### src/rtl/mac_vec_engine.sv
// mac_vec_engine: LANES-wide packed dot-product engine that accumulates BEATS beats.
// Latency: result, overflow flag, result-valid pulse and IRQ update 3 edges after the last accepted beat.
// Backpressure: MAC_READY is high only in ACCUM, so a source must hold its beat until ready is seen.
// Ports: clk/reset (async, active-high); MAC_INA/MAC_INB packed lane operands with MAC_VALID/MAC_READY;
//        MAC_CTRL {EN, SIGNED, SAT, BEATS-1, START}; IRQ_CLR; MAC_OUT/MAC_OVF held results with
//        MAC_OUT_VALID pulse; MAC_BUSY (not IDLE); IRQ_MAC sticky completion flag.
module mac_vec_engine #(
  parameter int LANES  = 4,
  parameter int LANE_W = 8,
  parameter int ACC_W  = 32,
  parameter int OUT_W  = 16
) (
  input  logic                    clk,
  input  logic                    reset,
  input  logic [LANES*LANE_W-1:0] MAC_INA,
  input  logic [LANES*LANE_W-1:0] MAC_INB,
  input  logic                    MAC_VALID,
  output logic                    MAC_READY,
  input  logic [7:0]              MAC_CTRL,
  input  logic                    IRQ_CLR,
  output logic [OUT_W-1:0]        MAC_OUT,
  output logic                    MAC_OUT_VALID,
  output logic                    MAC_OVF,
  output logic                    MAC_BUSY,
  output logic                    IRQ_MAC
);

  localparam int PW = 2 * LANE_W;

  typedef enum logic [1:0] {IDLE, ACCUM, DRAIN, DONE} state_t;

  state_t                    state_q, state_d;
  logic                      signed_q, sat_q;
  logic [3:0]                beats_m1_q, cnt_q;
  logic [LANES*LANE_W-1:0]   a0_q, b0_q;
  logic                      v0_q, v1_q;
  logic [LANES-1:0][PW-1:0]  prod_q, prod_d;
  logic [ACC_W-1:0]          acc_q, lane_sum;
  logic [OUT_W-1:0]          out_q, shaped;
  logic                      ovf_q, out_vld_q, irq_q, irq_d;
  logic [PW-1:0]             a_ext, b_ext;
  logic                      fits, ovf;

  logic en, start, accept, start_go, done_go, abort;

  assign en    = MAC_CTRL[7];
  assign start = MAC_CTRL[0];

  // Control decode: only EN is honoured once the engine has left IDLE.
  always_comb begin
    state_d   = state_q;
    MAC_READY = 1'b0;
    start_go  = 1'b0;
    done_go   = 1'b0;
    abort     = 1'b0;
    case (state_q)
      IDLE: begin
        if (en && start) begin
          start_go = 1'b1;
          state_d  = ACCUM;
        end
      end
      ACCUM: begin
        MAC_READY = 1'b1;
        if (!en) begin
          abort   = 1'b1;
          state_d = IDLE;
        end else if (MAC_VALID && cnt_q == beats_m1_q) begin
          state_d = DRAIN;
        end
      end
      DRAIN: begin
        if (!en) begin
          abort   = 1'b1;
          state_d = IDLE;
        end else if (!v0_q && !v1_q) begin
          // Pipeline empty: the accumulator is final, publish it on this edge.
          done_go = 1'b1;
          state_d = DONE;
        end
      end
      default: state_d = IDLE;
    endcase
  end

  assign accept = MAC_VALID && MAC_READY;

  // Modular product of width-extended operands gives the correct low PW bits
  // for both signed and unsigned operands.
  always_comb begin
    prod_d = '0;
    a_ext  = '0;
    b_ext  = '0;
    for (int i = 0; i < LANES; i++) begin
      a_ext = {{LANE_W{signed_q & a0_q[i*LANE_W+LANE_W-1]}}, a0_q[i*LANE_W +: LANE_W]};
      b_ext = {{LANE_W{signed_q & b0_q[i*LANE_W+LANE_W-1]}}, b0_q[i*LANE_W +: LANE_W]};
      prod_d[i] = a_ext * b_ext;
    end
  end

  always_comb begin
    lane_sum = '0;
    for (int i = 0; i < LANES; i++) begin
      lane_sum = lane_sum + {{(ACC_W-PW){signed_q & prod_q[i][PW-1]}}, prod_q[i]};
    end
  end

  // The accumulator fits OUT_W when its discarded upper bits are a pure
  // sign extension (signed) or zero extension (unsigned).
  always_comb begin
    if (signed_q) begin
      fits = (&acc_q[ACC_W-1:OUT_W-1]) | ~(|acc_q[ACC_W-1:OUT_W-1]);
    end else begin
      fits = ~(|acc_q[ACC_W-1:OUT_W]);
    end
    shaped = acc_q[OUT_W-1:0];
    if (sat_q && !fits) begin
      if (signed_q) begin
        shaped = acc_q[ACC_W-1] ? {1'b1, {(OUT_W-1){1'b0}}} : {1'b0, {(OUT_W-1){1'b1}}};
      end else begin
        shaped = '1;
      end
    end
    ovf = ~fits;
  end

  // Set beats clear on a simultaneous IRQ_CLR; a new run clears the flag.
  always_comb begin
    irq_d = irq_q;
    if (start_go || IRQ_CLR) irq_d = 1'b0;
    if (done_go)             irq_d = 1'b1;
  end

  always_ff @(posedge clk or posedge reset) begin
    if (reset) begin
      state_q    <= IDLE;
      signed_q   <= 1'b0;
      sat_q      <= 1'b0;
      beats_m1_q <= '0;
      cnt_q      <= '0;
      a0_q       <= '0;
      b0_q       <= '0;
      v0_q       <= 1'b0;
      v1_q       <= 1'b0;
      prod_q     <= '0;
      acc_q      <= '0;
      out_q      <= '0;
      ovf_q      <= 1'b0;
      out_vld_q  <= 1'b0;
      irq_q      <= 1'b0;
    end else begin
      state_q   <= state_d;
      irq_q     <= irq_d;
      out_vld_q <= done_go;
      if (start_go) begin
        signed_q   <= MAC_CTRL[6];
        sat_q      <= MAC_CTRL[5];
        beats_m1_q <= MAC_CTRL[4:1];
        cnt_q      <= '0;
      end else if (accept) begin
        cnt_q <= cnt_q + 4'd1;
      end
      if (accept) begin
        a0_q <= MAC_INA;
        b0_q <= MAC_INB;
      end
      // An abort flushes in-flight beats; the accumulator is cleared at the next start.
      v0_q <= accept && !abort;
      v1_q <= v0_q && !abort;
      if (v0_q) prod_q <= prod_d;
      if (start_go) begin
        acc_q <= '0;
      end else if (v1_q && !abort) begin
        acc_q <= acc_q + lane_sum;
      end
      if (done_go) begin
        out_q <= shaped;
        ovf_q <= ovf;
      end
    end
  end

  assign MAC_OUT       = out_q;
  assign MAC_OVF       = ovf_q;
  assign MAC_OUT_VALID = out_vld_q;
  assign MAC_BUSY      = (state_q != IDLE);
  assign IRQ_MAC       = irq_q;

endmodule

### config.mk
export PLATFORM = sky130hd
export DESIGN_NAME = mac_vec_engine
export DESIGN_NICKNAME = d
export VERILOG_FILES = /design/src/rtl/mac_vec_engine.sv
export SDC_FILE = /design/constraint.sdc
export NUM_CORES = 1
export LEC_CHECK = 0
export ABC_AREA = 1
export CORE_UTILIZATION = 40
export CTS_BUF_LIST = sky130_fd_sc_hd__clkbuf_8 sky130_fd_sc_hd__clkbuf_16
export DETAILED_ROUTE_END_ITERATION = 7
export GPL_ROUTABILITY_DRIVEN = 0
export PLACE_DENSITY = 0.62
export RECOVER_POWER = 25
export SLEW_MARGIN = 15
export SYNTH_ARGS = -nofsm -noshare
export SYNTH_HDL_FRONTEND = slang
export SYNTH_SLANG_ARGS = --single-unit
export TNS_END_PERCENT = 1
### constraint.sdc
create_clock -name clk -period 6.76 [get_ports clk]
set_clock_uncertainty 0.2 [all_clocks]
set_input_delay 1.014 -clock clk [delete_from_list [all_inputs] [get_ports clk]]
set_output_delay 1.014 -clock clk [all_outputs]
set_load 0.02 [all_outputs]
==> results by group, run 1 <==
Run status
  – Status: finished with violations
  – Violations in the final reports: capacitance limit, slew limit

Synth
  – Largest cells by area after synthesis: fa_1, dfrtp_1, nand2_1, inv_1, ha_1
  – Synthesized Nets: 3,455
  – Share of flip-flops with an asynchronous set or reset: between 90% and 100%
  – Synth top area share: 25.6%
  – Number of enable-type register cells in the synthesized netlist: 0
  – Leading register cell type out of synthesis: dfrtp_1
  – Share of synthesized area occupied by flip-flops and latches: 21.4%
  – Synthesized area: 22,600 µm²
  – Number of unique standard cell types used by synthesis: 48
  – Synthesized area per cell: roughly 7.8 µm²
  – Flip-flop and latch count after synthesis: roughly 190
  – Cell taking the most area after synthesis: fa_1
  – Cells after synthesis: about 2,900
  – Number of synthesis warnings: 0

Floorplan
  – I/O pin count: 97
  – Die height: roughly 240 µm
  – Area of the core: ~55,000 µm²
  – Horizontal die dimension: ~240 µm
  – Standard-cell row count: 86
  – Effective utilization at floorplan: a little over 40%
  – DIE AREA: 57,300 µm²

STA
  – Setup total negative slack: 0 ns
  – Maximum frequency from static timing analysis: 0.169 GHz
  – RSZ-0062 raised after global routing: no
  – Transition time at the pin with the least slew margin: approximately 4.0 ns
  – Fin. max-slew vios: between 150 and 200
  – Part of the cycle the worst path needs: a little under 90%
  – Max_slew headroom: -166%
  – Final count of negative-setup-slack endpoints: 0
  – Final number of hold-violating endpoints: 0
  – Minimum clock period after layout: between 5 and 6 ns

Worst setup path
  – Worst setup path category: flop to flop
  – R2r worst-path depth: 17
  – Critical Path AT: ~6 ns
  – Stage delay of the slowest cell on the critical path: around 0.86 ns
  – CP max-delay cell: dfrtp_1
  – Critical Path Most Common Cell: fa_1
  – End of the worst register-to-register path: prod_q[59]$_DFFE_PP0P_
  – Kind of start point of the critical path: flop
  – Required time of the worst setup path: 6.79 ns
  – Critical Path Sink Type: flop
  – Slack of the worst reg-to-reg path: roughly 0.84 ns
  – Critical path's top delay family: adder cells
  – Crit-path max FO: 14
  – Beginning of the worst register-to-register path: signed_q$_DFFE_PP0P_
  – Worst-path cell chain: nand2_1, nor2_1, inv_1, fa_1, inv_1, fa_1, fa_1, fa_1, fa_1, ha_1, inv_1, o21ai_0, a21o_1, a21oi_1, or2_2, nand3_1, o21ai_0
  – Buffers plus inverters on the worst setup path: 3

Clocking
  – Number of gates resized after cts: 0
  – Number of clock sinks seen by CTS: ~190
  – Clock input transition at the sequential cells of the worst setup and hold paths: ~0.08 ns
  – TritonCTS clock tree: built
  – Largest buffer count on any clock path: 2
  – Number of hold buffers added after CTS: 0
  – Cts bufs inserted: 17
  – CTS root buffer: clkbuf_16
  – Clock latency on the worst-skew pair: around 0.51 ns
  – Number of levels in the clock H-tree: 4
  – Buffer count from post-CTS setup fixing: 0

Layout
  – Most common cell after layout, fill and taps aside: nand2_1
  – Antenna diodes: 0
  – Most frequent cells in the layout: nand2_1, inv_1, fa_1
  – Layout cell share with drive strength beyond 1: 2.93%
  – Utilization of the core after routing: approximately 45%
  – # nets final: approximately 3,500
  – Synth-to-layout area growth: 9.39%

Detailed routing
  – Post-DR vias/cell: 4.86
  – Detailed-route via count: 17,900
  – DRC violations left: 0
  – Number of routed nets with antenna violations: 0
  – Iteration-0 DRC Markers: roughly 1,100
  – Average detailed-routed wire length per instance: 14.5 µm
  – Number of detailed-routing iterations run before antenna repair: 5
  – Wire length after detailed routing: ~53,000 µm

Min path
  – Hold_sp: prod_q[14]$_DFFE_PP0P_
  – Endpoint with the worst hold slack: prod_q[14]$_DFFE_PP0P_
  – Hold Path Class: flop to flop
  – Hold-critical path depth: 2

Global routing
  – Largest net degree at the start of global routing: 95
  – Layer with the highest usage after global routing: met2
  – Antenna violations before repair: 0
  – Global router's overall resource usage: 20.0%
  – Met2 capacity usage during global routing: between 30% and 40%
  – Met3 routing resource usage after global routing: around 2.8%
  – Total grt overflow: 0
  – Vias in the first global route: approximately 19,000
  – First-pass GRT wire length: 91,200 µm
  – Met1 Resource Use GR: between 20% and 30%

Flow run
  – Count of maximum capacitance violations: 2

Placed design
  – HPWL Detailed: about 44,000 µm
  – Port Buffer Count: 96
## worst min-delay path, delay by kind of cell, from the launching register on
| kind | cells | cell delay (ns) |
|---|---|---|
| flops | 1 | 0.35 |
| compound gates | 1 | 0.06 |
| simple gates | 1 | 0.05 |
## state kept, by name, indices dropped and copies added, names as in the netlist, 2 cells and up
register,count
state_q,2
cnt_q,4
prod_q,64
a0_q,32
MAC_OUT,16
acc_q,32
b0_q,32
beats_m1_q,4
## layout make-up
type | instances | area [µm²]
fillers | 5523 | 30700
multi-input cells | 1931 | 14800
flip-flops and latches | 193 | 4830
inverters | 676 | 2540
repair buffers | 102 | 998
well taps | 748 | 936
clock buffers | 17 | 425
clock inverters | 15 | 188
## cells by family after synthesis
group                    after synthesis  synth area share, %
AO/OA/AOI/OAI                        343                 8.30
adder cells (fa/ha/maj)              479                 36.2
AND/OR/NAND/NOR                     1059                 19.0
XOR/XNOR                              50                 1.94
flip-flops                           193                 21.4
buffers and inverters                776                 13.1
## how the worst max path moves through the flow
stage                         start                endpoint  depth (start not counted)
3_3_place_gp   signed_q$_DFFE_PP0P_  prod_q[46]$_DFFE_PP0P_                         20
2_1_floorplan                 reset     IRQ_MAC$_DFFE_PP0P_                          1
5_1_grt        signed_q$_DFFE_PP0P_  prod_q[59]$_DFFE_PP0P_                         17
3_5_place_dp   signed_q$_DFFE_PP0P_  prod_q[59]$_DFFE_PP0P_                         17
4_1_cts        signed_q$_DFFE_PP0P_  prod_q[59]$_DFFE_PP0P_                         17
6_report       signed_q$_DFFE_PP0P_  prod_q[59]$_DFFE_PP0P_                         17
## Yosys cell counts, drive strengths merged, types with 3 or more instances
cell type	count
a21o	11
a21oi	107
a31oi	7
buf	24
clkbuf	76
clkinv	3
dfrtp	193
fa	288
ha	191
inv	673
nand2	777
nand3	95
nand3b	4
nand4	16
nor2	142
nor3	8
nor4	5
o21a	7
o21ai	178
o21bai	5
o22ai	10
o31ai	7
or2	10
xnor2	25
xor2	25
## routing by layer
layer	share of wire (%)	routed length [µm]	vias up
met4	2.8	1490	0
met1	44	23500	8653
met5	0	0	-
met2	49	26300	410
met3	4.1	2190	77
li1	-	-	8753
## per-stage QoR
step | cells | cell area (µm²) | setup WS [ns] | hold slack [ns]
after global placement | 3650 | 24100 | 1.09 | 0.271
final | 3682 | 24700 | 0.837 | 0.290
after detailed placement | 3650 | 24100 | 0.957 | 0.274
after global routing | 3682 | 24700 | 0.421 | 0.310
after CTS | 3682 | 24700 | 0.933 | 0.294
after floorplan | 2900 | 22600 | 0.290 | 0.253
Power of run 1 is left out: the tool's default activity adds up to more than one toggle a clock period on the data nets, which glitch-free logic cannot reach.
==> run 2, diff against run 1 <==
CORE_ASPECT_RATIO = 0.5   (was unset)
CORE_MARGIN = 3   (was unset)
==> results by group, run 2 (synthesized netlist as in run 1, its figures left out) <==
Detailed routing
  – Post-DR vias/cell: roughly 4.8
  – Average detailed-routed wire length per instance: roughly 15 µm
  – Number of routed nets with antenna violations: 0
  – DRC violations left: 0
  – Wire length after detailed routing: ~53,000 µm
  – Number of detailed-routing iterations run before antenna repair: 5
  – Detailed-route via count: about 18,000
  – Iteration-0 DRC Markers: roughly 1,200

Clocking
  – Clock input transition at the sequential cells of the worst setup and hold paths: ~0.080 ns
  – Number of clock sinks seen by CTS: just under 200
  – Number of hold buffers added after CTS: 0
  – TritonCTS clock tree: built
  – Clock latency on the worst-skew pair: between 0.4 and 0.5 ns
  – Cts bufs inserted: 17
  – CTS root buffer: clkbuf_16
  – Buffer count from post-CTS setup fixing: 0
  – Number of levels in the clock H-tree: 4
  – Largest buffer count on any clock path: 2
  – Number of gates resized after cts: 0

Worst setup path
  – Required time of the worst setup path: around 7 ns
  – Kind of start point of the critical path: flop
  – Slack of the worst reg-to-reg path: between 1 and 1.5 ns
  – Critical Path Most Common Cell: fa_1
  – Critical Path Sink Type: flop
  – Crit-path max FO: 11
  – Critical Path AT: ~5.6 ns
  – Stage delay of the slowest cell on the critical path: approximately 0.58 ns
  – Worst setup path category: flop to flop
  – Worst-path cell chain: nand2_1, nor2_1, inv_1, fa_1, inv_1, fa_1, fa_1, fa_1, fa_1, ha_1, inv_1, o21ai_0, a21o_1, a21oi_1, or2_2, nand3_1, o21ai_0
  – CP max-delay cell: dfrtp_1

Min path
  – Hold Path Class: flop to flop

Layout
  – Footprint of the flip-flops and latches: ~4800 µm²
  – Layout cell share with drive strength beyond 1: roughly 3.1%
  – # nets final: 3,479
  – Synth-to-layout area growth: 9.40%
  – Footprint of the multi-input gates: 14,800 µm²
  – Most common cell after layout, fill and taps aside: nand2_1
  – Register containing the most flip-flops in the final layout: prod_q
  – Max FFs per register: 64
  – Fillers: 5,421
  – Most frequent cells in the layout: nand2_1, inv_1, fa_1

STA
  – Final count of negative-setup-slack endpoints: 0
  – RSZ-0062 raised after global routing: no
  – Fin. max-slew vios: between 200 and 250
  – Minimum clock period after layout: ~5.5 ns
  – Transition time at the pin with the least slew margin: 2.77 ns
  – Max_slew headroom: -84.4%
  – Part of the cycle the worst path needs: 81.4%
  – Maximum frequency from static timing analysis: approximately 0.18 GHz
  – Worst hold slack across all endpoints: roughly 0.29 ns
  – Final number of hold-violating endpoints: 0
  – Setup total negative slack: 0 ns

Placed design
  – HPWL Detailed: 42,900 µm
  – Port Buffer Count: between 90 and 100

Global routing
  – Antenna violations before repair: 0
  – Largest net degree at the start of global routing: 119
  – Global router's overall resource usage: 18.9%
  – Total grt overflow: 0
  – First-pass GRT wire length: 91,500 µm
  – Vias in the first global route: about 18,000

Floorplan
  – I/O pin count: 97
  – Standard-cell row count: 60
  – Horizontal die dimension: 342 µm
  – Die height: 174 µm
  – Effective utilization at floorplan: between 40% and 50%
  – Area of the core: between 50,000 and 60,000 µm²
  – DIE AREA: between 50,000 and 60,000 µm²

Flow run
  – Count of maximum capacitance violations: 4

Run status
  – Violations in the final reports: capacitance limit, slew limit
  – Status: finished with violations
[run 2: changes by cell type in the layout (fill, tap and decap cells not counted), moves of 2 or more]
cell	before	now
buf_4	4	6
dlygate4sd3_1	3	1
clkdlybuf4s50_1	93	95
inv_8	3	5
[run 2: critical path: cells and delay by family, from the launching register on]
family / cells / cell delay [ns]
DFF: 1 / 0.58
buffers and inverters: 3 / 0.23
AOI/OAI and AO/OA: 4 / 0.62
adders and majority gates: 6 / 2.77
and+or+nand+nor: 4 / 0.88
[run 2: layer usage]
metal | track usage (%) | part of all wire (%) | vias to the layer above
met4 | 4.78 | 1.6 | 0
met5 | 0 | 0 | -
met1 | 27.1 | 48 | 8654
li1 | - | - | 8758
met3 | 2.27 | 4.3 | 48
met2 | 30.5 | 46 | 357
[run 2: final cells by class]
| type | instances | area share, % |
|---|---|---|
| diodes | 1 | 0.0101 |
| multi-input cells | 1931 | 59.8 |
| repair buffers | 105 | 4.12 |
| clock buffers | 17 | 1.72 |
| well taps | 744 | 3.77 |
| clock inverters | 15 | 0.664 |
| inverters | 676 | 10.3 |
| flip-flops and latches | 193 | 19.6 |
[run 2: per-stage QoR]
stage | instance area, µm² | setup WS (ns) | utilization [%] | cells
after floorplan | 22600 | 0.290 | - | 2900
after global placement | 24100 | 1.53 | 44.0 | 3649
after detailed placement | 24100 | 1.41 | 44.0 | 3649
after CTS | 24700 | 1.39 | 45.1 | 3681
after global routing | 24700 | 0.841 | 45.1 | 3681
final | 24700 | 1.26 | 45.1 | 3682
[run 2: path summary, 6_finish.rpt]
check,startpoint,end,cells past startpoint
max,a0_q[31]$_DFFE_PP0P_,prod_q[59]$_DFFE_PP0P_,17
min,prod_q[45]$_DFFE_PP0P_,prod_q[45]$_DFFE_PP0P_,2
max reg2reg,a0_q[31]$_DFFE_PP0P_,prod_q[59]$_DFFE_PP0P_,17
min reg2reg,prod_q[45]$_DFFE_PP0P_,prod_q[45]$_DFFE_PP0P_,2
max in group asynchronous,reset,prod_q[61]$_DFFE_PP0P_,3
min in group asynchronous,reset,MAC_OUT[5]$_DFFE_PP0P_,2
Power of run 2 is left out for the same reason.
